==> config.mk <==
export PLATFORM = sky130hd
export DESIGN_NAME = cw_responder
export DESIGN_NICKNAME = d
export VERILOG_FILES = /design/src/rtl/cw_responder_pkg.sv /design/src/rtl/cw_responder.sv
export SDC_FILE = /design/constraint.sdc
export NUM_CORES = 1
export LEC_CHECK = 0
export ABC_AREA = 1
export ABC_CLOCK_PERIOD_IN_PS = 2800
export BUFFER_PORTS_ARGS = -buffer_cell sky130_fd_sc_hd__buf_2
export CAP_MARGIN = 0
export CORE_ASPECT_RATIO = 0.75
export CORE_MARGIN = 5
export CORE_UTILIZATION = 59
export DETAILED_ROUTE_END_ITERATION = 10
export GPL_ROUTABILITY_DRIVEN = 0
export PLACE_DENSITY_LB_ADDON = 0.05
export SYNTH_ARGS = -nofsm -noshare
export SYNTH_HDL_FRONTEND = slang
export SYNTH_SLANG_ARGS = --single-unit
export TNS_END_PERCENT = 30
==> constraint.sdc <==
create_clock -name i_clk -period 2.8 [get_ports i_clk]
set_input_delay 0.42 -clock i_clk [delete_from_list [all_inputs] [get_ports i_clk]]
set_output_delay 0.42 -clock i_clk [all_outputs]
set_load 0.03 [all_outputs]
==> src/rtl/cw_responder_pkg.sv <==
// Shared CW bus constants: word widths, header bit positions and FSM state encoding.
package cw_responder_pkg;

    localparam int unsigned RW        = 16;
    localparam int unsigned WbAddrW   = 24;
    // Header word bit positions
    localparam int unsigned HdrWe     = 15;
    localparam int unsigned HdrBurst4 = 14;
    localparam int unsigned HdrBurst8 = 13;
    localparam int unsigned HdrSelHi  = 12;
    localparam int unsigned HdrSelLo  = 11;
    // Header carries the address bits above the 16 supplied by frame word 1
    localparam int unsigned HdrAdrW   = WbAddrW - RW;

    typedef enum logic [2:0] {
        StIdle,
        StAdr,
        StWaitW,
        StWb,
        StResp
    } state_e;

    // Index of the final beat of a frame: 0, 3 or 7
    function automatic logic [2:0] last_beat_idx(input logic burst4, input logic burst8);
        if (burst8) begin
            return 3'd7;
        end else if (burst4) begin
            return 3'd3;
        end
        return 3'd0;
    endfunction

endpackage

==> src/rtl/cw_responder.sv <==
// CW bus responder: decodes a two-word header, then runs 1/4/8 wishbone beats,
// returning one cw_ack (or a terminating cw_err) per beat.
module cw_responder
    import cw_responder_pkg::*;
#(
    parameter int unsigned TIMEOUT = 255
) (
    input  logic               i_clk,
    input  logic               i_rst_n,
    input  logic [RW-1:0]      cw_io_i,
    output logic [RW-1:0]      cw_io_o,
    output logic               cw_io_oe,
    input  logic               cw_req,
    input  logic               cw_dir,
    output logic               cw_ack,
    output logic               cw_err,
    output logic               wb_cyc,
    output logic               wb_stb,
    output logic               wb_we,
    output logic [WbAddrW-1:0] wb_adr,
    output logic [RW-1:0]      wb_o_dat,
    input  logic [RW-1:0]      wb_i_dat,
    output logic [1:0]         wb_sel,
    input  logic               wb_ack,
    input  logic               wb_err
);

    localparam int unsigned CntW = ($clog2(TIMEOUT + 1) > 8) ? $clog2(TIMEOUT + 1) : 8;
    localparam logic [CntW-1:0] TimeoutCnt = CntW'(TIMEOUT);

    state_e               state_q;
    logic [2:0]           beat_q;
    logic [2:0]           last_q;
    logic                 bad_q;
    logic [HdrAdrW-1:0]   adr_hi_q;
    logic [CntW-1:0]      cnt_q;
    logic [RW-1:0]        rdata_q;
    logic                 wb_cyc_q;
    logic                 wb_stb_q;
    logic                 wb_we_q;
    logic [WbAddrW-1:0]   wb_adr_q;
    logic [RW-1:0]        wb_o_dat_q;
    logic [1:0]           wb_sel_q;
    logic                 cw_ack_q;
    logic                 cw_err_q;
    logic                 timeout;

    assign timeout  = (cnt_q == TimeoutCnt);

    assign cw_io_oe = cw_dir & (state_q != StIdle);
    assign cw_io_o  = cw_io_oe ? rdata_q : '0;
    assign cw_ack   = cw_ack_q;
    assign cw_err   = cw_err_q;
    assign wb_cyc   = wb_cyc_q;
    assign wb_stb   = wb_stb_q;
    assign wb_we    = wb_we_q;
    assign wb_adr   = wb_adr_q;
    assign wb_o_dat = wb_o_dat_q;
    assign wb_sel   = wb_sel_q;

    // Frame FSM with all bus outputs registered; cw_ack/cw_err are single-cycle pulses.
    always_ff @(posedge i_clk or negedge i_rst_n) begin
        if (!i_rst_n) begin
            state_q    <= StIdle;
            beat_q     <= '0;
            last_q     <= '0;
            bad_q      <= 1'b0;
            adr_hi_q   <= '0;
            cnt_q      <= '0;
            rdata_q    <= '0;
            wb_cyc_q   <= 1'b0;
            wb_stb_q   <= 1'b0;
            wb_we_q    <= 1'b0;
            wb_adr_q   <= '0;
            wb_o_dat_q <= '0;
            wb_sel_q   <= '0;
            cw_ack_q   <= 1'b0;
            cw_err_q   <= 1'b0;
        end else begin
            cw_ack_q <= 1'b0;
            cw_err_q <= 1'b0;
            unique case (state_q)
                StIdle: begin
                    if (cw_req) begin
                        wb_we_q  <= cw_io_i[HdrWe];
                        wb_sel_q <= cw_io_i[HdrSelHi:HdrSelLo];
                        adr_hi_q <= cw_io_i[HdrAdrW-1:0];
                        bad_q    <= cw_io_i[HdrBurst4] & cw_io_i[HdrBurst8];
                        last_q   <= last_beat_idx(cw_io_i[HdrBurst4], cw_io_i[HdrBurst8]);
                        state_q  <= StAdr;
                    end
                end
                StAdr: begin
                    wb_adr_q <= {adr_hi_q, cw_io_i};
                    beat_q   <= '0;
                    if (bad_q) begin
                        cw_err_q <= 1'b1;
                        state_q  <= StIdle;
                    end else if (wb_we_q) begin
                        state_q <= StWaitW;
                    end else begin
                        wb_cyc_q <= 1'b1;
                        wb_stb_q <= 1'b1;
                        cnt_q    <= '0;
                        state_q  <= StWb;
                    end
                end
                StWaitW: begin
                    wb_o_dat_q <= cw_io_i;
                    wb_cyc_q   <= 1'b1;
                    wb_stb_q   <= 1'b1;
                    cnt_q      <= '0;
                    state_q    <= StWb;
                end
                StWb: begin
                    // wb_err wins over wb_ack; an ack in the final counted cycle still completes
                    if (wb_err || (!wb_ack && timeout)) begin
                        wb_stb_q <= 1'b0;
                        wb_cyc_q <= 1'b0;
                        cw_err_q <= 1'b1;
                        state_q  <= StResp;
                    end else if (wb_ack) begin
                        wb_stb_q <= 1'b0;
                        cw_ack_q <= 1'b1;
                        if (!wb_we_q) begin
                            rdata_q <= wb_i_dat;
                        end
                        if (beat_q == last_q) begin
                            wb_cyc_q <= 1'b0;
                        end
                        state_q <= StResp;
                    end else begin
                        cnt_q <= cnt_q + CntW'(1);
                    end
                end
                StResp: begin
                    // cw_err_q is high in this state exactly when the beat failed
                    if (cw_err_q || (beat_q == last_q)) begin
                        state_q <= StIdle;
                    end else begin
                        beat_q   <= beat_q + 3'd1;
                        wb_adr_q <= wb_adr_q + WbAddrW'(1);
                        if (wb_we_q) begin
                            state_q <= StWaitW;
                        end else begin
                            wb_stb_q <= 1'b1;
                            cnt_q    <= '0;
                            state_q  <= StWb;
                        end
                    end
                end
                default: state_q <= StIdle;
            endcase
        end
    end

endmodule

==> metrics, run 1 <==
Post-synth EDFFs 0; Syn-to-layout area delta 15.4%; largest cells by area after synthesis dfrtp_1, nand2_1, inv_1; vias in the first global route between 4,000 and 5,000; Iteration-0 DRC Markers 464; Clock Pin Slew Worst Setup and Hold Paths 0.09 ns; worst skew pair latency about 0.37 ns; min Tclk post-route 2.34 ns; Remaining DRCs 0; DR WL/cell roughly 14 µm; antenna violations before repair 0; Root Driver clkbuf_8; drt first pass iters 5; Die Area 0.0101 mm²; clock buffer count from CTS 9; Site Rows 28; Leak 2.96 nW; antenna-violating nets left 0; skew final 0.0159 ns; GR Util All Layers 25.8%; outcome finished, final reports clean; top cell type's share of synthesized area 45.9%; Setup TNS 0 ns; flops & latches, synth a little under 90; Ys Warns 0; Bufs and invs on worst path 1; Via density 5.40; mean area per synthesized cell 7.44 µm²; top-count cell post-synth nand2_1; critical-path cell list nor2_2, nand2_2, nand2_1, nor2_1, buf_2; max-slew violations 0; Resized cells post-CTS 0; Fillers 673; RSZ-0062 raised after global routing false; CP required ~2.4 ns; fin crit share 83.6%; Arrival @ worst endpoint 1.92 ns; hold-fix buffers at CTS 0; chip width 114 µm; Synth Instances 645; post-synth net total 686; Seq/Total Area, Yosys 45.9%; Worst-Margin Slew 0.808 ns; ANT cells 0; largest net degree at the start of global routing 54; top_reg_cell synth dfrtp_1; area leader, netlist dfrtp_1; # setup viols final 0; critical-path cell with the highest stage delay dfrtp_1; Max stage delay on crit path 0.57 ns; CTS tree built; number of port buffers 101; number of library cell types mapped by synthesis 35; crit-path max FO 17; wirelength, routed around 12,000 µm; htree depth 3; GRT Residual Overflow 0; Commonest cells post-synth nand2_1, dfrtp_1, inv_1; nets roughly 780; vias 4,596; CP Class reg -> out; Crit. End Element output pin; Slew HR 46.1%; # IOs 102; Initial Util 60.6%; max cap viols 0; mapped cell area 0.00480 mm²; Hold Violations, Final 0; Worst Setup Slack post-DPL 0.759 ns; DP Wirelength 8980 µm; Post-synth ARST share 100%; Hold Path Class in -> async; core area 0.00792 mm²; setup ws final 0.460 ns; Fmax 427 MHz; share of layout cells above drive strength 1 19.3%; first-pass GRT wire length 20,400 µm; clock buffer depth 2; worst-case vdd ir drop 719 µV; Post CTS Setup Buffer Count 0; type of origin of the critical path flip-flop; chip height 88.1 µm; CP top delay family simple AND/OR/NAND/NOR gates; Core Util, Final approximately 70%; Cell Pwr Density between 1000 and 1500 mW/mm²; Clock Sinks a little under 90
## final timing paths
check	startpoint	endpoint	slack, ns	cells past startpoint
setup / recovery	state_q[1]	cw_io_o[6]	0.46	5
hold reg to reg	wb_o_dat[10]	wb_o_dat[10]	0.49	2
setup reg to reg	state_q[0]	wb_adr[3]	0.71	7
hold / removal	i_rst_n	rdata_q[14]	0.09	1
min in group i_clk	wb_err	cw_ack	0.25	2
max in group asynchronous	i_rst_n	beat_q[0]	2.05	2
## area by class of cell
class	instances	area, µm²	area share (%)
Sequential cell	88	2200	39.8
Timing Repair Buffer	103	536	9.67
Clock inverter	7	77.6	1.40
Inverter	85	322	5.81
Clock buffer	9	124	2.24
Multi-Input combinational cell	454	2140	38.7
Tap cell	105	131	2.37
## state kept, by name, summed over array words and instances (netlist names), 2 cells and up
signal    count
adr_hi_q      8
cnt_q         8
rdata_q      16
state_q       3
beat_q        3
wb_adr       24
wb_sel        2
wb_o_dat     16
last_q        2
## layout by cell type (no fill, tap or decap), drive strengths merged
cell type  count
nand4          8
nor3           3
ha             3
o21ai         48
bufinv         1
o211ai         2
a31oi          1
buf          103
o2111ai        1
a21oi         26
clkinv         2
xnor2          1
nand2        198
o22ai          3
o21bai         8
nor3b          3
xor2           4
dfrtp         88
inv           89
and2           1
nand3         57
nor2          82
nand3b         2
or2            3
clkbuf         9
## worst register-to-register path, delay by kind of cell (launching register included)
family / cells / cell delay [ns]
buffers and inverters: 2 / 0.77
AND/OR/NAND/NOR: 4 / 0.65
flip-flops: 1 / 0.51
AO/OA/AOI/OAI: 1 / 0.07
## power by group
group | total (mW) | internal [mW] | switching [mW]
clock | 0.925 | 0.425 | 0.500
combinational | 3.32 | 0.942 | 2.38
sequential | 2.31 | 1.82 | 0.492
## metal layers
layer / global-route usage, % / part of all wire (%) / wire length, µm / vias to the layer above
li1: - / - / - / 2231
met1: 37.3 / 46 / 5600 / 2146
met2: 38.2 / 43 / 5330 / 200
met3: 7.32 / 9.9 / 1210 / 19
met4: 7.34 / 1.3 / 156 / 0
met5: 0 / 0 / 0 / -
## logic make-up (layout without fill, tap and decap cells)
| logic type | count (synthesis) | count (layout) | share of synthesized area [%] |
|---|---|---|---|
| adder cells (fa/ha/maj) | 3 | 3 | 0.783 |
| flip-flops | 88 | 88 | 45.9 |
| AO/OA/AOI/OAI | 89 | 89 | 9.99 |
| XOR/XNOR | 5 | 5 | 0.913 |
| AND/OR/NAND/NOR | 357 | 357 | 33.0 |
| buffers and inverters | 103 | 204 | 9.37 |
## metrics by stage
| step | hold slack [ns] | cells | instance area, µm² | total power [mW] |
|---|---|---|---|---|
| global placement | 0.450 | 835 | 5340 | 5.52 |
| finish | 0.0870 | 851 | 5540 | 6.56 |
| detailed placement | 0.471 | 835 | 5340 | 5.64 |
| floorplan | 0.124 | 645 | 4800 | 4.74 |
| CTS | 0.115 | 851 | 5540 | 6.57 |
| global route | 0.142 | 851 | 5540 | 7.06 |
(Power assumes the default switching activity.)
==> run 2: changes to the inputs <==
--- a/config.mk
+++ b/config.mk
@@ -6,12 +6,12 @@
 export NUM_CORES = 1
 export LEC_CHECK = 0
 export ABC_AREA = 1
-export ABC_CLOCK_PERIOD_IN_PS = 2800
+export ABC_CLOCK_PERIOD_IN_PS = 2000
 export BUFFER_PORTS_ARGS = -buffer_cell sky130_fd_sc_hd__buf_2
 export CAP_MARGIN = 0
 export CORE_ASPECT_RATIO = 0.75
 export CORE_MARGIN = 5
-export CORE_UTILIZATION = 59
+export CORE_UTILIZATION = 50
 export DETAILED_ROUTE_END_ITERATION = 10
 export GPL_ROUTABILITY_DRIVEN = 0
 export PLACE_DENSITY_LB_ADDON = 0.05
==> constraint.sdc (replaced) <==
create_clock -name i_clk -period 2 [get_ports i_clk]
set_input_delay 0.3 -clock i_clk [delete_from_list [all_inputs] [get_ports i_clk]]
set_output_delay 0.3 -clock i_clk [all_outputs]
set_load 0.03 [all_outputs]
==> metrics, run 2 (synthesized netlist as in run 1, its figures left out) <==
crit-path max FO 17 (unchanged); Syn-to-layout area delta 20.3% (was 15.4%); antenna-violating nets left 0 (unchanged); critical-path cell list nor2_2, nand2_2, nand2_4, nor2_1, buf_2 (was nor2_2, nand2_2, nand2_1, nor2_1, buf_2); share of layout cells above drive strength 1 20.5% (was 19.3%); ANT cells 0 (unchanged); Final Instance Count excl. Fillers 888 (was 851); Via density 5.05 (was 5.40); cell internal pwr 4.95 mW (was 3.18 mW); Initial Util 50.5% (was 60.6%); GR Util All Layers 22.7% (was 25.8%); CP required 1.70 ns (was 2.38 ns); first-pass GRT wire length 20,700 µm (was 20,400 µm); Root Driver clkbuf_16 (was clkbuf_8); Cell Pwr Density 1680 mW/mm² (was 1180 mW/mm²); Hold Path Class in -> reg (was in -> async); most frequent cells in the layout nand2_1, buf_2, dfrtp_1 (unchanged); nets 792 (was 782); drt first pass iters 5 (unchanged); max reg flops 24 (unchanged); antenna violations before repair 0 (unchanged); Max stage delay on crit path 0.47 ns (was 0.57 ns); vias 4,484 (was 4,596); Site Rows 31 (was 28); RSZ-0062 raised after global routing false (unchanged); Cell Count Post-Placement 871 (was 835); Hold Violations, Final 0 (unchanged); total power 9.67 mW (was 6.56 mW); most common cell after layout, fill and taps aside nand2_1 (unchanged); sequential power share 33.4% (was 35.2%); type of origin of the critical path flip-flop (unchanged); # IOs 102 (unchanged); Clock Sinks 88 (unchanged); chip width 123 µm (was 114 µm); core area 0.00950 mm² (was 0.00792 mm²); Remaining DRCs 0 (unchanged); switching share of power 48.8% (was 51.4%); Comb pwr share 48.9% (was 50.6%); max-slew violations 0 (unchanged); Placed Area 0.00545 mm² (was 0.00534 mm²); Crit. End Element output pin (unchanged); number of port buffers 101 (unchanged); Core Util, Final 60.7% (was 69.9%); min Tclk post-route 1.81 ns; critical-path cell with the highest stage delay dfrtp_2 (was dfrtp_1); Clock Pin Slew Worst Setup and Hold Paths 0.06 ns (was 0.09 ns); # setup viols final 0 (unchanged); outcome finished, final reports clean (unchanged); Psw 4.71 mW (was 3.37 mW); Iteration-0 DRC Markers 261 (was 464); Leak 3.05 nW (was 2.96 nW); max cap viols 0 (unchanged); Setup TNS 0 ns (unchanged); Post CTS Setup Buffer Count 0 (unchanged); DR WL/cell 14.0 µm (was 14.5 µm); clock buffer depth 2 (unchanged); CP Class reg -> out (unchanged); worst-case vdd ir drop 765 µV (was 719 µV); Slew HR 64.8% (was 46.1%); Die Area 0.0117 mm² (was 0.0101 mm²); GRT Residual Overflow 0 (unchanged); Fmax ~550 MHz; wirelength, routed 12,500 µm (was 12,300 µm); clock buffer count from CTS 9 (unchanged); chip height 94.8 µm (was 88.1 µm); worst skew pair latency 0.34 ns (was 0.37 ns); post-route cell area 0.00577 mm² (was 0.00554 mm²); htree depth 3 (unchanged); largest net degree at the start of global routing 39 (was 54); skew final 0.00543 ns (was 0.0159 ns); Worst-Margin Slew 0.526 ns (was 0.808 ns); DP Wirelength 9360 µm (was 8980 µm); Arrival @ worst endpoint 1.51 ns (was 1.92 ns); fin crit share 90.3%; clock power share 17.6% (was 14.1%); vias in the first global route 4,165 (was 4,242); CTS tree built (unchanged)
==> run 2: cell count changes in the layout (fill, tap and decap cells not counted), sizes merged <==
cell / delta
clkinvlp: +1
dlygate4sd3: +1
inv: -4
clkbuf: +2
clkinv: +1
buf: +9
==> run 2: path summary, 6_finish.rpt <==
path	startpoint	to	slack, ns	depth (start not counted)
max reg2reg	state_q[0]	wb_adr[3]	0.25	6
min reg2reg	wb_o_dat[7]	wb_o_dat[7]	0.48	2
max	state_q[0]	cw_io_o[8]	0.19	5
max in group asynchronous	i_rst_n	state_q[0]	1.02	3
min in group asynchronous	i_rst_n	rdata_q[11]	0.41	2
min	wb_err	cw_ack	0.16	2
==> run 2: final cells by class <==
cell class                      instances  area, µm²
Clock buffer                           11        243
Clock inverter                          5       56.3
Fill cell                             918       3730
Inverter                               85        322
Multi-Input combinational cell        454       2150
Sequential cell                        88       2200
Tap cell                              132        165
Timing Repair Buffer                  113        626
==> run 2: power groups by stage <==
stage | sequential (mW) | clock (mW) | combinational (mW)
3_5_place_dp | 3.25 | 0 | 4.75
2_1_floorplan | 3.99 | 0 | 2.64
5_1_grt | 3.34 | 1.83 | 5.28
4_1_cts | 3.23 | 1.75 | 4.76
6_report | 3.23 | 1.71 | 4.73
3_3_place_gp | 3.22 | 0 | 4.66
==> run 2: per-layer routing <==
metal  global-route usage [%]  vias up  share of wire, %
met2                     31.4      141                41
li1                         -     2256                 -
met4                     5.62        0              0.95
met5                        0        -                 0
met3                     6.23       12               7.7
met1                     34.8     2075                50
==> run 2: metrics by stage <==
step	hold slack (ns)	setup slack, ns
final	0.159	0.194
after global routing	0.148	0.0718
after CTS	0.149	0.00469
after detailed placement	0.241	0.203
after global placement	0.243	0.237
after floorplan	0.00441	0.272
==> run 2: timing repair <==
item / 4_1_cts / 5_1_grt
pin swaps: 0 / 0
hold buffers: 1 / 0
endpoints found under the hold margin: 24 / 0
setup endpoints to repair: 17 / 17
gates resized for setup: 1 / 3
==> run 2: worst max-delay path: cells and delay by family (launching register included) <==
kind | cells | cell delay, ns
AND/OR/NAND/NOR | 4 | 0.51
buffers and inverters | 1 | 0.18
flip-flops | 1 | 0.47
